===== src/rtl/morph_filter_if.sv =====
// Binary pixel-stream handshake for morph_filter: raster input side and filtered output side.
interface morph_filter_if;
   logic in_valid, in_sof, in_pix, mode;
   logic out_valid, out_sof, out_pix, frame_err;

   modport master (output in_valid, in_sof, in_pix, mode,
                   input  out_valid, out_sof, out_pix, frame_err);
   modport slave  (input  in_valid, in_sof, in_pix, mode,
                   output out_valid, out_sof, out_pix, frame_err);
endinterface


===== src/rtl/morph_filter.sv =====
// Streaming binary erosion/dilation over a WIN_SIZE x WIN_SIZE window with a programmable
// structuring element; one registered output per accepted input once the window is primed.
module morph_filter #(
   parameter int H_IMG_RES = 640,
   parameter int V_IMG_RES = 480,
   parameter int WIN_SIZE  = 5,
   parameter logic [WIN_SIZE*WIN_SIZE-1:0] STRUCT_ELM = 25'b01110_11111_11111_11111_01110
) (
   input  logic      clk,
   input  logic      rst,
   morph_filter_if.slave s
);
   localparam int W  = WIN_SIZE;
   localparam int R  = WIN_SIZE / 2;
   localparam int CW = (H_IMG_RES > 1) ? $clog2(H_IMG_RES) : 1;
   localparam int RW = (V_IMG_RES > 1) ? $clog2(V_IMG_RES) : 1;

   logic [CW-1:0] col, pc, col_n;
   logic [RW-1:0] row, pr, row_n;
   logic          started, primed, mode_lat, mode_act;
   logic          acc, at_org, err_n, o00, border, ero, dil, mode_use;
   logic          ov, os, op, fe;
   int            ocol, orow;

   // lb[0] is the previous line, lb[k] the line k+1 rows back
   logic [W-2:0][H_IMG_RES-1:0] lb;
   // win[0] is the oldest (top) row, win[i][0] the leftmost column
   logic [W-1:0][W-1:0]         win, win_n;
   logic [W-1:0]                new_col;

   assign acc    = s.in_valid & (started | s.in_sof);
   assign pc     = s.in_sof ? '0 : col;
   assign pr     = s.in_sof ? '0 : row;
   assign at_org = (col == '0) && (row == '0);
   assign err_n  = acc & started & (s.in_sof ? ~at_org : at_org);

   always_comb begin
      col_n = pc + 1'b1;
      row_n = pr;
      if (pc == CW'(H_IMG_RES-1)) begin
         col_n = '0;
         row_n = (pr == RW'(V_IMG_RES-1)) ? '0 : pr + 1'b1;
      end
   end

   always_comb begin
      new_col        = '0;
      new_col[W-1]   = s.in_pix;
      for (int k = 0; k < W-1; k++) new_col[W-2-k] = lb[k][pc];
      win_n = '0;
      for (int i = 0; i < W; i++) begin
         for (int j = 0; j < W-1; j++) win_n[i][j] = win[i][j+1];
         win_n[i][W-1] = new_col[i];
      end
   end

   // The accepted pixel is the bottom-right of the window centred R lines and R columns back
   always_comb begin
      ocol = int'(pc) - R;
      orow = int'(pr) - R;
      if (ocol < 0) begin
         ocol = ocol + H_IMG_RES;
         orow = orow - 1;
      end
      if (orow < 0) orow = orow + V_IMG_RES;
      o00    = (ocol == 0) && (orow == 0);
      border = (orow < R) || (orow > V_IMG_RES-1-R) || (ocol < R) || (ocol > H_IMG_RES-1-R);
      mode_use = o00 ? mode_lat : mode_act;
   end

   always_comb begin
      ero = 1'b1;
      dil = 1'b0;
      for (int i = 0; i < W; i++)
         for (int j = 0; j < W; j++)
            if (STRUCT_ELM[W*W-1-(i*W+j)]) begin
               ero = ero & win_n[i][j];
               dil = dil | win_n[i][j];
            end
   end

   always_ff @(posedge clk) begin
      if (rst) begin
         col      <= '0;
         row      <= '0;
         started  <= 1'b0;
         primed   <= 1'b0;
         mode_lat <= 1'b0;
         mode_act <= 1'b0;
         ov       <= 1'b0;
         os       <= 1'b0;
         op       <= 1'b0;
         fe       <= 1'b0;
      end else begin
         ov <= acc & (primed | o00);
         os <= acc & o00;
         op <= acc & (primed | o00) & ~border & (mode_use ? dil : ero);
         fe <= err_n;
         if (acc) begin
            col     <= col_n;
            row     <= row_n;
            started <= 1'b1;
            if (s.in_sof) mode_lat <= s.mode;
            // the frame's mode takes over exactly when its output (0,0) is produced
            if (o00) begin
               primed   <= 1'b1;
               mode_act <= mode_lat;
            end
         end
      end
   end

   always_ff @(posedge clk) begin
      if (acc) begin
         win      <= win_n;
         lb[0][pc] <= s.in_pix;
         for (int k = 1; k < W-1; k++) lb[k][pc] <= lb[k-1][pc];
      end
   end

   assign s.out_valid = ov;
   assign s.out_sof   = os;
   assign s.out_pix   = op;
   assign s.frame_err = fe;
endmodule


===== src/flat_wrapper.sv =====
// flat-port wrapper written by rule: the top's interface ports become plain ports
module morph_filter_flat 
#(
   parameter int H_IMG_RES = 640,
   parameter int V_IMG_RES = 480,
   parameter int WIN_SIZE  = 5,
   parameter logic [WIN_SIZE*WIN_SIZE-1:0] STRUCT_ELM = 25'b01110_11111_11111_11111_01110
)
  (clk, rst, s_in_valid, s_in_sof, s_in_pix, s_mode, s_out_valid, s_out_sof, s_out_pix, s_frame_err);
  morph_filter_if s_i ();
  input  logic clk;
  input  logic rst;
  input wire logic [$bits(s_i.in_valid)-1:0] s_in_valid;
  input wire logic [$bits(s_i.in_sof)-1:0] s_in_sof;
  input wire logic [$bits(s_i.in_pix)-1:0] s_in_pix;
  input wire logic [$bits(s_i.mode)-1:0] s_mode;
  output wire logic [$bits(s_i.out_valid)-1:0] s_out_valid;
  output wire logic [$bits(s_i.out_sof)-1:0] s_out_sof;
  output wire logic [$bits(s_i.out_pix)-1:0] s_out_pix;
  output wire logic [$bits(s_i.frame_err)-1:0] s_frame_err;
  assign s_i.in_valid = s_in_valid;
  assign s_i.in_sof = s_in_sof;
  assign s_i.in_pix = s_in_pix;
  assign s_i.mode = s_mode;
  assign s_out_valid = s_i.out_valid;
  assign s_out_sof = s_i.out_sof;
  assign s_out_pix = s_i.out_pix;
  assign s_frame_err = s_i.frame_err;
  morph_filter #(.H_IMG_RES(H_IMG_RES), .V_IMG_RES(V_IMG_RES), .WIN_SIZE(WIN_SIZE), .STRUCT_ELM(STRUCT_ELM)) u_core (.clk(clk), .rst(rst), .s(s_i));
endmodule

===== config.mk =====
export PLATFORM = sky130hd
export DESIGN_NAME = morph_filter_flat
export DESIGN_NICKNAME = d
export VERILOG_FILES = /design/src/rtl/morph_filter_if.sv /design/src/rtl/morph_filter.sv /design/src/flat_wrapper.sv
export SDC_FILE = /design/constraint.sdc
export NUM_CORES = 2
export LEC_CHECK = 0
export CAP_MARGIN = 30
export CORE_MARGIN = 3
export CORE_UTILIZATION = 55
export CTS_BUF_LIST = sky130_fd_sc_hd__clkbuf_16
export DETAILED_ROUTE_END_ITERATION = 10
export PLACE_DENSITY_LB_ADDON = 0.1
export SLEW_MARGIN = 20
export SYNTH_ARGS = -nofsm -noshare
export SYNTH_HDL_FRONTEND = slang
export SYNTH_SLANG_ARGS = --single-unit

===== constraint.sdc =====
create_clock -name clk -period 48.5 [get_ports clk]
set_input_delay 12.125 -clock clk [delete_from_list [all_inputs] [get_ports clk]]
set_output_delay 12.125 -clock clk [all_outputs]
set_load 0.01 [all_outputs]

Word-level counts from Yosys, hierarchy flattened
Index checks and enable logic that the tools add are counted.
- logic and storage cells: 124
- flip-flop bits (word level): 2612
- input port bits: 6
- output and inout bits: 4
- $lt $le $gt $ge: 8
- multiplexer cells: 25
- reductions and logical operators: 12
- bitwise logic cells: 51
- $add $sub $neg: 7
- equality and inequality tests: 2
- operators with widths (operator ; number):
    bitwise mux 640 bit ; 4
    2-to-1 mux 32 bit ; 3
    zero test 32 bit ; 2
    less-than comparator 32 x 1 -> 1 bit, second input constant ; 2
    less-than comparator 32 x 3 -> 1 bit, second input constant ; 2
    binary-select mux 1 bit (select 10 bit) ; 4
    adder 32 x 10 -> 32 bit, second input constant ; 1
    adder 32 x 11 -> 32 bit, second input constant ; 1
    greater-than comparator 32 x 10 -> 1 bit, second input constant ; 1
    greater-than comparator 32 x 11 -> 1 bit, second input constant ; 1
    subtractor 32 x 2 -> 32 bit, second input constant ; 1
    AND 1 bit ; 27
    2-to-1 mux 9 bit ; 3
    OR 1 bit ; 22
    2-to-1 mux 10 bit ; 2
    less-than comparator 10 x 11 -> 1 bit, second input constant ; 1
    subtractor 10 x 2 -> 11 bit, second input constant ; 1
    adder 10 x 1 -> 10 bit, second input constant ; 1
    demux 1 bit (select 10 bit) ; 1
    equality test 10 bit, second input constant ; 1
    greater-or-equal comparator 10 x 1 -> 1 bit, second input constant ; 1
    zero test 10 bit ; 1
    subtractor 9 x 2 -> 10 bit, second input constant ; 1
    adder 9 x 1 -> 9 bit, second input constant ; 1
    7 further kinds ; 20

Depth between registers and ports, before layout
- depth in word-level cells: 22
- depth in mapped cells: 24
- mapped depth without buffers: 20

Least setup slack after synthesis
Ideal clock, no wire load.
- kind: input -> register
- start: input s_in_sof
- end: register u_core.lb[1280] (netlist name) (data pin)
- arrival: 40.064 ns
- stages: 12
- required time: 43.192 ns
- buffers on the path: 6
- setup slack: 3.128 ns
- setup time: 5.308 ns
- cell sequence: buf_2 -> buf_2 -> clkbuf_1 -> clkbuf_1 -> clkbuf_1 -> buf_2 -> nand2_1 -> o221ai_1 -> a32oi_1 -> a311oi_1 -> nor3b_1 -> o311ai_1
- elaborated cells between the ends (all ways): 9
- those cells by class: order compare: 2; mux: 6; reduce/logical: 1
- RTL lines (what ; RTL line ; source):
    from (decl) ; flat_wrapper.sv:14 ; input wire logic [$bits(s_i.in_sof)-1:0] s_in_sof;
    2-to-1 mux 10 bit ; morph_filter.sv:32 ; assign pc = s.in_sof ? '0 : col;
    binary-select mux 1 bit (select 10 bit) ; -- ;
    2-to-1 mux 1 bit ; -- ;
    via u_core.new_col[2] ; morph_filter.sv:29 ; logic [W-1:0] new_col;
    bitwise mux 640 bit ; morph_filter.sv:117 ; for (int k = 1; k < W-1; k++) lb[k][pc] <= lb[k-1][pc];
    to (signal, indexed assignment) ; morph_filter.sv:116 ; lb[0][pc] <= s.in_pix;
    to (decl) ; morph_filter.sv:26 ; logic [W-2:0][H_IMG_RES-1:0] lb;
The timed path passes the listed nets, and every way through them passes these cells. The select of a mux whose other input is x is not followed.
A chain may end at the register's enable or synchronous reset.

Final worst setup path
- start: input s_in_sof
- end: register u_core.lb[784] (netlist name) (data pin)
Same word-level chain as after synthesis.

==> summary.txt <==
Most common flop cell mapped by yosys: edfxtp_1
DR WL/cell: 32.8 um
Yosys warnings: 0
Syn avg cell area: 14.5 um^2
Post-route antenna net violation count: 0
Via density: 6.83
Routability Congestion: 0.881
First drt pass iteration count: 7
Area of the multi-input gates: 0.0282 mm^2
Mapped Nets: 7504
CTS sink cnt: 2605
Worst slew pin tran: 1.15 ns
Die area: 0.203 mm^2
Ys async rst share: 0
Synth area leaders: edfxtp_1 (71%), mux2i_1 (4.4%), nor2_1 (2.5%), mux2_2 (2.0%), nand2_1 (1.8%)
Crit path DAT: 20.48 ns
Outcome: finished clean
Seq. cell area: 0.0780 mm^2
H-tree Lvls: 5
Worst-Skew Late Latency: 0.96 ns
PortBufs: 9
Initial antenna violation count: 15
Initial Util: 0.555
Max IR drop VDD: 0.0000408 V
Fraction of power consumed by combinational cells: 0.056
I/O pin count: 10
Commonest non-fill, non-tap cell in the layout: edfxtp_1
CTS clock-pin slew for the worst setup and hold paths: 0.05 ns
Final Skew: 0.0663 ns
Clock power share: 0.418
Die width: 450 um
Clock buffers created by TritonCTS: 287
Final nets: 7389
Gr usage total: 0.323
Crit. End Element: flip-flop
Largest net degree at the start of global routing: 163
Switching pwr: 1050 uW
Dominant cell type by area after synthesis: edfxtp_1
Slew Viols, Final: 0
Relative slew slack: 0.222
Post-layout min period: 19.89 ns
Hold Path Class: reg -> reg
Setup tns final: 0 ns
Maximum root-to-sink buffer count: 4
Synth unique cells: 96
Core area: 0.196 mm^2
GRT overflow: 0
LEAKAGE: 0.0366 uW
CP Class: in -> reg
MaxCap Viol Count: 0
Row cnt: 162
PostCTS Resize Cnt: 0
Max Fclk: 0.0503 GHz
WL final: 334000 um
Share of the synthesized area in the top cell type: 0.713
Mapped Cells: 7477
CP Max Fanout: 158
CTS tree: built
Root Buffer: clkbuf_16
Detailed Route Iter0 Violations: 10500
Most frequent cells in the layout: edfxtp_1 (2578), nor2_1 (725), nand2_1 (507)
Vias in the first global route: 66200
CP required: 49.09 ns
Setup violators final: 0
Die height: 450 um
RSZ-0062 raised after global routing: no
Share of post-route cells with drive strength above 1: 0.116
R2R setup slack: 39.11 ns
Hold-fix buffers, CTS: 0
First-pass GRT wire length: 478000 um
# Post-CTS Setup Buffers: 0
Final-report hold violation count: 0
Number of fill cells: 14500
Number of synthesized flops with an enable pin: 2578
CP Launch Type: input port
Internal power: 3740 uW
Fin crit share: 0.410
Seq/Total Area, Yosys: 0.718
P&R area growth vs syn: 10.6%
Synth Register Bits: 2605
Via count: 69500
Tot Pwr: 4790 uW
Sw Ratio: 0.219
Pwr per Cell Area: 39.8 mW/mm^2
DP HPWL: 196000 um
Sequential share of power: 0.526
Mapped Area: 0.109 mm^2
DRC: 0
## metrics by stage
step                hold slack [ns]  worst slack [ns]  area (um^2)   util  cells
detailed placement            0.459             27.80       111000  0.570   9684
floorplan                     0.441              3.13       109000      -   7477
global placement              0.452             27.95       111000  0.568   9672
CTS                           0.441             28.73       120000  0.613  10200
finish                        0.442             28.61       120000  0.614  10200
global route                  0.467             28.27       120000  0.614  10200
## routing by layer
layer / track usage / vias to the layer above / part of all wire
li1: - / 29200 / -
met5: 0 / - / 0.00012
met4: 0.148 / 6 / 0.051
met3: 0.0799 / 812 / 0.12
met1: 0.447 / 35000 / 0.38
met2: 0.486 / 4458 / 0.45
## critical path: stages
cell,delay (ns)
buf_8,0.19
nand2b_4,0.28
inv_8,0.53
buf_4,0.83
buf_4,0.86
nand2_1,0.12
a311oi_1,0.29
a31oi_1,0.09
a41oi_1,0.65
a2111oi_2,0.23
a221oi_1,0.37
o31ai_1,0.25
buf_4,0.25
inv_8,0.50
buf_4,0.71
buf_4,0.83
buf_4,0.80
## flip-flops by register name, summed over array words and instances (netlist names)
signal and count:
u_core.s.out_valid 1, u_core.lb 2560, u_core.win 18, u_core.mode_act 1
u_core.primed 1, u_core.started 1, u_core.s.frame_err 1, u_core.mode_lat 1
u_core.s.out_sof 1, u_core.col 10, u_core.row 9, u_core.s.out_pix 1
## power by group through the flow
stage	registers, uW	clock network [uW]	logic [uW]
floorplan	2640	0	155
global placement	2560	0	257
detailed placement	2560	0	263
CTS	2520	2020	263
global route	2510	2110	286
finish	2520	2000	270
## layout make-up
type | instances | share of cell area
Sequential cell | 2605 | 0.649
Multi-Input combinational cell | 4216 | 0.234
Clock buffer | 293 | 0.0610
Tap cell | 2624 | 0.0273
Timing Repair Buffer | 230 | 0.0178
Clock inverter | 176 | 0.00906
Inverter | 22 | 0.00106
Antenna cell | 7 | 0.000146
## cell families (layout without fill, tap and decap cells)
group / count (synthesis) / in the layout / synth area share
DFF: 2605 / 2605 / 0.718
other: 0 / 7 / 0
and+or+nand+nor: 1856 / 1856 / 0.0763
buffers and inverters: 656 / 721 / 0.0248
adders and majority gates: 21 / 21 / 0.00242
xor gates and xnor gates: 15 / 15 / 0.00128
muxes: 700 / 700 / 0.0703
AOI/OAI and AO/OA: 1624 / 1624 / 0.107
## final timing paths
check | start | endpoint | cells after the start
worst max-delay path | s_in_sof | u_core.lb[784]$_DFFE_PP_ | 17
worst min-delay path | u_core.win[14]$_DFFE_PP_ | u_core.win[13]$_DFFE_PP_ | 0
worst max register to register | u_core.col[0]$_SDFFE_PP0P_ | u_core.lb[784]$_DFFE_PP_ | 18
worst min register to register | u_core.win[14]$_DFFE_PP_ | u_core.win[13]$_DFFE_PP_ | 0
## synth_stat cells (all sizes together), types with 57 or more instances
cell / count
edfxtp: 2578
nor2: 732
nand2: 513
mux2i: 477
clkbuf: 350
a21oi: 285
buf: 284
nand3: 221
o221ai: 205
mux2: 192
a221oi: 185
a22oi: 183
o21ai: 180
a211oi: 164
nor2b: 137
a31oi: 108
o22ai: 65
nand4: 57
Power figures use the tool's default switching activity.
